<file path="src/rtl/fourstate_bus_sampler_if.sv">
// Bus-side signal bundle of the 4-state bus sampler. The sampled bus, the
// capture strobe and the head-record handshake travel together. The master
// modport is the stimulus/consumer side and the slave modport is the sampler.
interface fourstate_bus_sampler_if #(
    parameter int WIDTH = 24,
    parameter int DEPTH = 4,
    parameter int CW    = $clog2(WIDTH + 1),
    parameter int AW    = $clog2(DEPTH + 1)
);
    logic [WIDTH-1:0]   bus_in;
    logic               sample_i;
    logic               out_valid;
    logic               out_ready;
    logic [2*WIDTH-1:0] out_code;
    logic [CW-1:0]      out_x_cnt;
    logic [CW-1:0]      out_z_cnt;
    logic               out_all_z;
    logic [AW-1:0]      fifo_count;
    logic               overflow;
    logic [7:0]         drop_cnt;

    modport master (
        output bus_in, sample_i, out_ready,
        input  out_valid, out_code, out_x_cnt, out_z_cnt, out_all_z,
               fifo_count, overflow, drop_cnt
    );

    modport slave (
        input  bus_in, sample_i, out_ready,
        output out_valid, out_code, out_x_cnt, out_z_cnt, out_all_z,
               fifo_count, overflow, drop_cnt
    );
endinterface

</file>
<file path="src/rtl/fourstate_bus_sampler.sv">
// Sampling monitor for multi-driven 4-state nets. Each strobe classifies
// every bus bit as 0/1/z/x, counts the x and z bits and queues the record in
// a small FIFO that a consumer drains over valid/ready. The head record is
// read straight out of the storage registers at the read pointer, so a record
// written on one edge is visible right after it, and a pop exposes the next
// entry with no bubble. Outputs are forced to zero while the FIFO is empty, so
// nothing unknown ever leaves the block.
module fourstate_bus_sampler #(
    parameter int WIDTH = 24,
    parameter int DEPTH = 4,
    parameter int CW    = $clog2(WIDTH + 1),
    parameter int AW    = $clog2(DEPTH + 1)
) (
    input logic                   clk,
    input logic                   rst,
    fourstate_bus_sampler_if.slave bus
);
    localparam int PW = $clog2(DEPTH);

    typedef struct packed {
        logic [2*WIDTH-1:0] code;
        logic [CW-1:0]      x_cnt;
        logic [CW-1:0]      z_cnt;
        logic               all_z;
    } rec_t;

    // Case-equality classification: 0->00, 1->01, z->10, anything else (x)->11.
    function automatic rec_t encode(input logic [WIDTH-1:0] b);
        rec_t r;
        r = '0;
        for (int i = 0; i < WIDTH; i++) begin
            if (b[i] === 1'b0) begin
                r.code[2*i +: 2] = 2'b00;
            end else if (b[i] === 1'b1) begin
                r.code[2*i +: 2] = 2'b01;
            end else if (b[i] === 1'bz) begin
                r.code[2*i +: 2] = 2'b10;
                r.z_cnt = r.z_cnt + CW'(1);
            end else begin
                r.code[2*i +: 2] = 2'b11;
                r.x_cnt = r.x_cnt + CW'(1);
            end
        end
        r.all_z = (r.z_cnt == CW'(WIDTH));
        return r;
    endfunction

    // Drop counter sticks at its ceiling instead of wrapping.
    function automatic logic [7:0] sat_inc8(input logic [7:0] v);
        return (v == 8'hFF) ? v : v + 8'd1;
    endfunction

    rec_t          mem [DEPTH];
    rec_t          sample_rec;
    rec_t          head;
    logic [PW-1:0] rd_ptr;
    logic [PW-1:0] wr_ptr;
    logic [AW-1:0] count;
    logic          ovf;
    logic [7:0]    drops;
    logic          full;
    logic          valid;
    logic          pop;
    logic          accept;
    logic          drop;

    // Handshake decode; a pop while full frees the slot a same-cycle push uses.
    always_comb begin
        full       = (count == AW'(DEPTH));
        valid      = (count != '0);
        pop        = valid & bus.out_ready;
        accept     = bus.sample_i & (~full | pop);
        drop       = bus.sample_i & full & ~pop;
        sample_rec = encode(bus.bus_in);
    end

    // Pointers, occupancy and the sticky overflow/drop bookkeeping.
    always_ff @(posedge clk) begin
        if (rst) begin
            rd_ptr <= '0;
            wr_ptr <= '0;
            count  <= '0;
            ovf    <= 1'b0;
            drops  <= '0;
        end else begin
            if (accept) wr_ptr <= wr_ptr + PW'(1);
            if (pop)    rd_ptr <= rd_ptr + PW'(1);
            count <= count + AW'(accept) - AW'(pop);
            if (drop) begin
                ovf   <= 1'b1;
                drops <= sat_inc8(drops);
            end
        end
    end

    // Record storage; contents are only ever read at occupied slots.
    always_ff @(posedge clk) begin
        if (!rst && accept) mem[wr_ptr] <= sample_rec;
    end

    // Head record presentation, gated to zero when nothing is queued.
    always_comb begin
        head = '0;
        if (valid) head = mem[rd_ptr];
    end

    assign bus.out_valid  = valid;
    assign bus.out_code   = head.code;
    assign bus.out_x_cnt  = head.x_cnt;
    assign bus.out_z_cnt  = head.z_cnt;
    assign bus.out_all_z  = head.all_z;
    assign bus.fifo_count = count;
    assign bus.overflow   = ovf;
    assign bus.drop_cnt   = drops;
endmodule

</file>
<file path="src/flat_wrapper.sv">
// flat-port wrapper written by rule: the top's interface ports become plain ports
module fourstate_bus_sampler_flat 
#(
    parameter int WIDTH = 24,
    parameter int DEPTH = 4,
    parameter int CW    = $clog2(WIDTH + 1),
    parameter int AW    = $clog2(DEPTH + 1)
)
  (clk, rst, bus_bus_in, bus_sample_i, bus_out_ready, bus_out_valid, bus_out_code, bus_out_x_cnt, bus_out_z_cnt, bus_out_all_z, bus_fifo_count, bus_overflow, bus_drop_cnt);
  fourstate_bus_sampler_if #(.WIDTH(WIDTH), .DEPTH(DEPTH), .CW(CW), .AW(AW)) bus_i ();
  input logic clk;
  input logic rst;
  input wire logic [$bits(bus_i.bus_in)-1:0] bus_bus_in;
  input wire logic [$bits(bus_i.sample_i)-1:0] bus_sample_i;
  input wire logic [$bits(bus_i.out_ready)-1:0] bus_out_ready;
  output wire logic [$bits(bus_i.out_valid)-1:0] bus_out_valid;
  output wire logic [$bits(bus_i.out_code)-1:0] bus_out_code;
  output wire logic [$bits(bus_i.out_x_cnt)-1:0] bus_out_x_cnt;
  output wire logic [$bits(bus_i.out_z_cnt)-1:0] bus_out_z_cnt;
  output wire logic [$bits(bus_i.out_all_z)-1:0] bus_out_all_z;
  output wire logic [$bits(bus_i.fifo_count)-1:0] bus_fifo_count;
  output wire logic [$bits(bus_i.overflow)-1:0] bus_overflow;
  output wire logic [$bits(bus_i.drop_cnt)-1:0] bus_drop_cnt;
  assign bus_i.bus_in = bus_bus_in;
  assign bus_i.sample_i = bus_sample_i;
  assign bus_i.out_ready = bus_out_ready;
  assign bus_out_valid = bus_i.out_valid;
  assign bus_out_code = bus_i.out_code;
  assign bus_out_x_cnt = bus_i.out_x_cnt;
  assign bus_out_z_cnt = bus_i.out_z_cnt;
  assign bus_out_all_z = bus_i.out_all_z;
  assign bus_fifo_count = bus_i.fifo_count;
  assign bus_overflow = bus_i.overflow;
  assign bus_drop_cnt = bus_i.drop_cnt;
  fourstate_bus_sampler #(.WIDTH(WIDTH), .DEPTH(DEPTH), .CW(CW), .AW(AW)) u_core (.clk(clk), .rst(rst), .bus(bus_i));
endmodule
</file>
<file path="config.mk">
export PLATFORM = sky130hd
export DESIGN_NAME = fourstate_bus_sampler_flat
export DESIGN_NICKNAME = d
export VERILOG_FILES = /design/src/rtl/fourstate_bus_sampler_if.sv /design/src/rtl/fourstate_bus_sampler.sv /design/src/flat_wrapper.sv
export SDC_FILE = /design/constraint.sdc
export NUM_CORES = 1
export LEC_CHECK = 0
export ABC_AREA = 1
export BUFFER_PORTS_ARGS = -buffer_cell sky130_fd_sc_hd__clkbuf_2
export CORE_ASPECT_RATIO = 2
export CORE_UTILIZATION = 30
export CTS_CLUSTER_SIZE = 12
export DETAILED_ROUTE_END_ITERATION = 8
export PLACE_DENSITY_LB_ADDON = 0.3
export SYNTH_ARGS = -nofsm -noshare
export SYNTH_HDL_FRONTEND = slang
export SYNTH_SLANG_ARGS = --single-unit
</file>
<file path="constraint.sdc">
create_clock -name clk -period 6.9 [get_ports clk]
set_input_delay 0.69 -clock clk [delete_from_list [all_inputs] [get_ports clk]]
set_output_delay 0.69 -clock clk [all_outputs]
set_load 0.02 [all_outputs]
</file>
==> results.toml <==
[timing]
fin_worst_skew_ps = 7.349
rsz0062_at_grt = "no"
slew_headroom = 0.2862
worst_pin_slew_ps = 1069
slew_violations = 0
hold_viol = 0
period_needed_ps = 3637
tns_ps = 0
fin_hold_ws_ps = 473.6
min_period_over_period = 0.5271
fmax_mhz = 275.0
setup_viol = 0

[global_route]
antenna_found_initial = 0
overflow = 0
grt_max_degree = 50
grt_pass1_vias = 3282
grt.total_usage = 0.1265
grt_pass1_wl_mm = 15.84

[die]
placementRows = 66
initial_core_util = 0.3067
io_pins = 100
die_area_sq_um = 17090
die_x_um = 92.96
core_area_sq_um = 16190
die_h_um = 183.9

[drt]
vias = 3334
avgRoutedWirePerCell_um = 13.84
drc = 0
drt_iter0_markers = 143
detail-route-antenna-nets = 0
routed_wl_mm = 10.34
avgViaCountPerCell = 4.463
dr.pass1.iters = 5

[hold_path]
hold_class = "flip-flop to flip-flop"
worstHoldPathCells = 1

[clock_network]
cts-root-buf = "clkbuf_16"
cts-buffers-inserted = 17
clk_path_buf_depth = 2
cts_resized = 0
insertion_delay_ps = 410
post_cts_buffers = 0
clkTransAtPathRegs_ps = 50
cts_tree = "built"
hold_buffers = 0
htreeDepth = 4
cts_num_sinks = 114

[pwr]
ir_worst_vdd_v = 0.0002154
p_leak_nw = 2.331
power_density_nw_per_um2 = 385.1

[outcome]
status = "finished, final reports clean"

[synthesis]
ys_seq_elements = 114
syn_area_per_cell_sq_um = 10.72
synth_cell_types = 25
ys_seq_area_frac = 0.6534
syn_area_sq_um = 4964
syn_inst = 463
synth_warnings = 0

[place]
routabilityCongestion = 0.7790
dpl.hpwl_mm = 6.720
port_buffers = 64

[layout]
synthToLayoutAreaGrowth_pct = 19.69
nNetsFinal = 566
drive_gt1_frac = 0.1934
antenna_cells = 0
n_fill_cell = 1592

[critical_path]
critPathMaxFanout = 25
cp.required_ps = 6210
crit_path_end_kind = "primary output"
crit_type = "flip-flop to primary output"
reg2regPathDepth = 10
cp.arrival_ps = 2950
cp-start-kind = "flip-flop"

[job]
max_cap_viol_count = 0
cells in the final DEF, fill, tap and decap left out, types with 17 or more instances in the layout:
cell       Yosys  layout
nor2_1       122     118
edfxtp_1      96      96
clkbuf_2       1      64
conb_1         1      35
nand2_1       34      34
o21ai_0       33      33
a21oi_1       31      31
inv_1         30      30
o21ai_1       21      21
dfxtp_1       18      17
clkbuf_16      0      17
worst max-delay path, cell delays in order (launching register included):
cell      delay [ps]
dfxtp_1         1020
inv_1            740
nor2_1           260
o21ai_1           90
a21oi_1          200
clkbuf_2         220
synthesized netlist by cell type:
library cell  instances  area [sq um]
o21ai_1              21         105.1
nand4_1               1         6.260
inv_2                 1         3.750
clkbuf_2              1         5.000
nand2_1              34         127.6
buf_4                36         270.3
conb_1                1         3.750
nor2_1              122         457.9
nand2_2               1         6.260
ha_1                  6         75.07
nand4_4               1         21.27
o21a_1                1         7.510
edfxtp_1             96          2883
o21ai_0              33         165.2
xnor2_1               2         17.52
a21oi_1              31         155.2
buf_6                 2         22.52
fa_1                  1         20.02
nor2_4                2         22.52
buf_2                12         60.06
inv_1                30         112.6
dfxtp_1              18         360.4
xor2_1                2         17.52
nand3_1               6         30.03
clkbuf_1              2         7.510
cell families after synthesis:
kind of cell | synth area share
flip-flops | 0.6534
XOR/XNOR | 0.007060
AND/OR/NAND/NOR | 0.1354
buffers and inverters | 0.09705
AO/OA/AOI/OAI | 0.08722
adder cells (fa/ha/maj) | 0.01916
other | 0.0007555
metal layers:
metal | GRT usage | part of all wire | vias to the layer above
li1 | - | - | 1616
met5 | 0 | 0 | -
met2 | 0.2438 | 0.57 | 126
met4 | 0.07138 | 0.031 | 0
met3 | 0.04508 | 0.064 | 25
met1 | 0.1076 | 0.33 | 1567
worst paths after layout:
path,from,endpoint,slack (ps)
min reg2reg,u_core.bus.overflow$_SDFFE_PP0P_,u_core.bus.overflow$_SDFFE_PP0P_,470
max,flip-flop,bus_out_code[38],3260
min,u_core.bus.overflow$_SDFFE_PP0P_,u_core.bus.overflow$_SDFFE_PP0P_,470
max reg2reg,u_core.bus.fifo_count[1]$_SDFF_PP0_,u_core.bus.fifo_count[2]$_SDFF_PP0_,5010
through the flow:
stage,utilization,worst slack (ps),instances,instance area (sq um),power [W]
after floorplan,-,4383,497,5091,0.001262
after global placement,0.3301,3722,716,5343,0.001420
after detailed placement,0.3301,3664,716,5343,0.001430
after global routing,0.3670,3022,747,5941,0.002403
after CTS,0.3670,3231,747,5941,0.002317
final,0.3670,3263,747,5941,0.002288
layout make-up:
cell class / instances / area [sq um] / area share
Sequential cell: 114 / 3244 / 0.5461
Timing Repair Buffer: 68 / 350.3 / 0.05897
Tap cell: 204 / 255.2 / 0.04297
Inverter: 31 / 116.4 / 0.01959
Clock buffer: 19 / 432.9 / 0.07287
Multi-Input combinational cell: 299 / 1376 / 0.2317
Clock inverter: 12 / 165.2 / 0.02780
registers in the layout (all words and copies together) (netlist names), named ones only:
name / cells
u_core.bus.drop_cnt: 8
u_core.bus.fifo_count: 3
u_core.bus.overflow: 1
u_core.mem: 96
u_core.rd_ptr: 2
u_core.wr_ptr: 2
power by group:
part	switching (W)	total (W)	internal, W	leakage (nW)
registers	0.0000600	0.000852	0.000792	1.02
logic	0.000386	0.000550	0.000164	1.03
clock network	0.000290	0.000885	0.000596	0.284
Note: power is estimated with default switching activity, not from simulation.
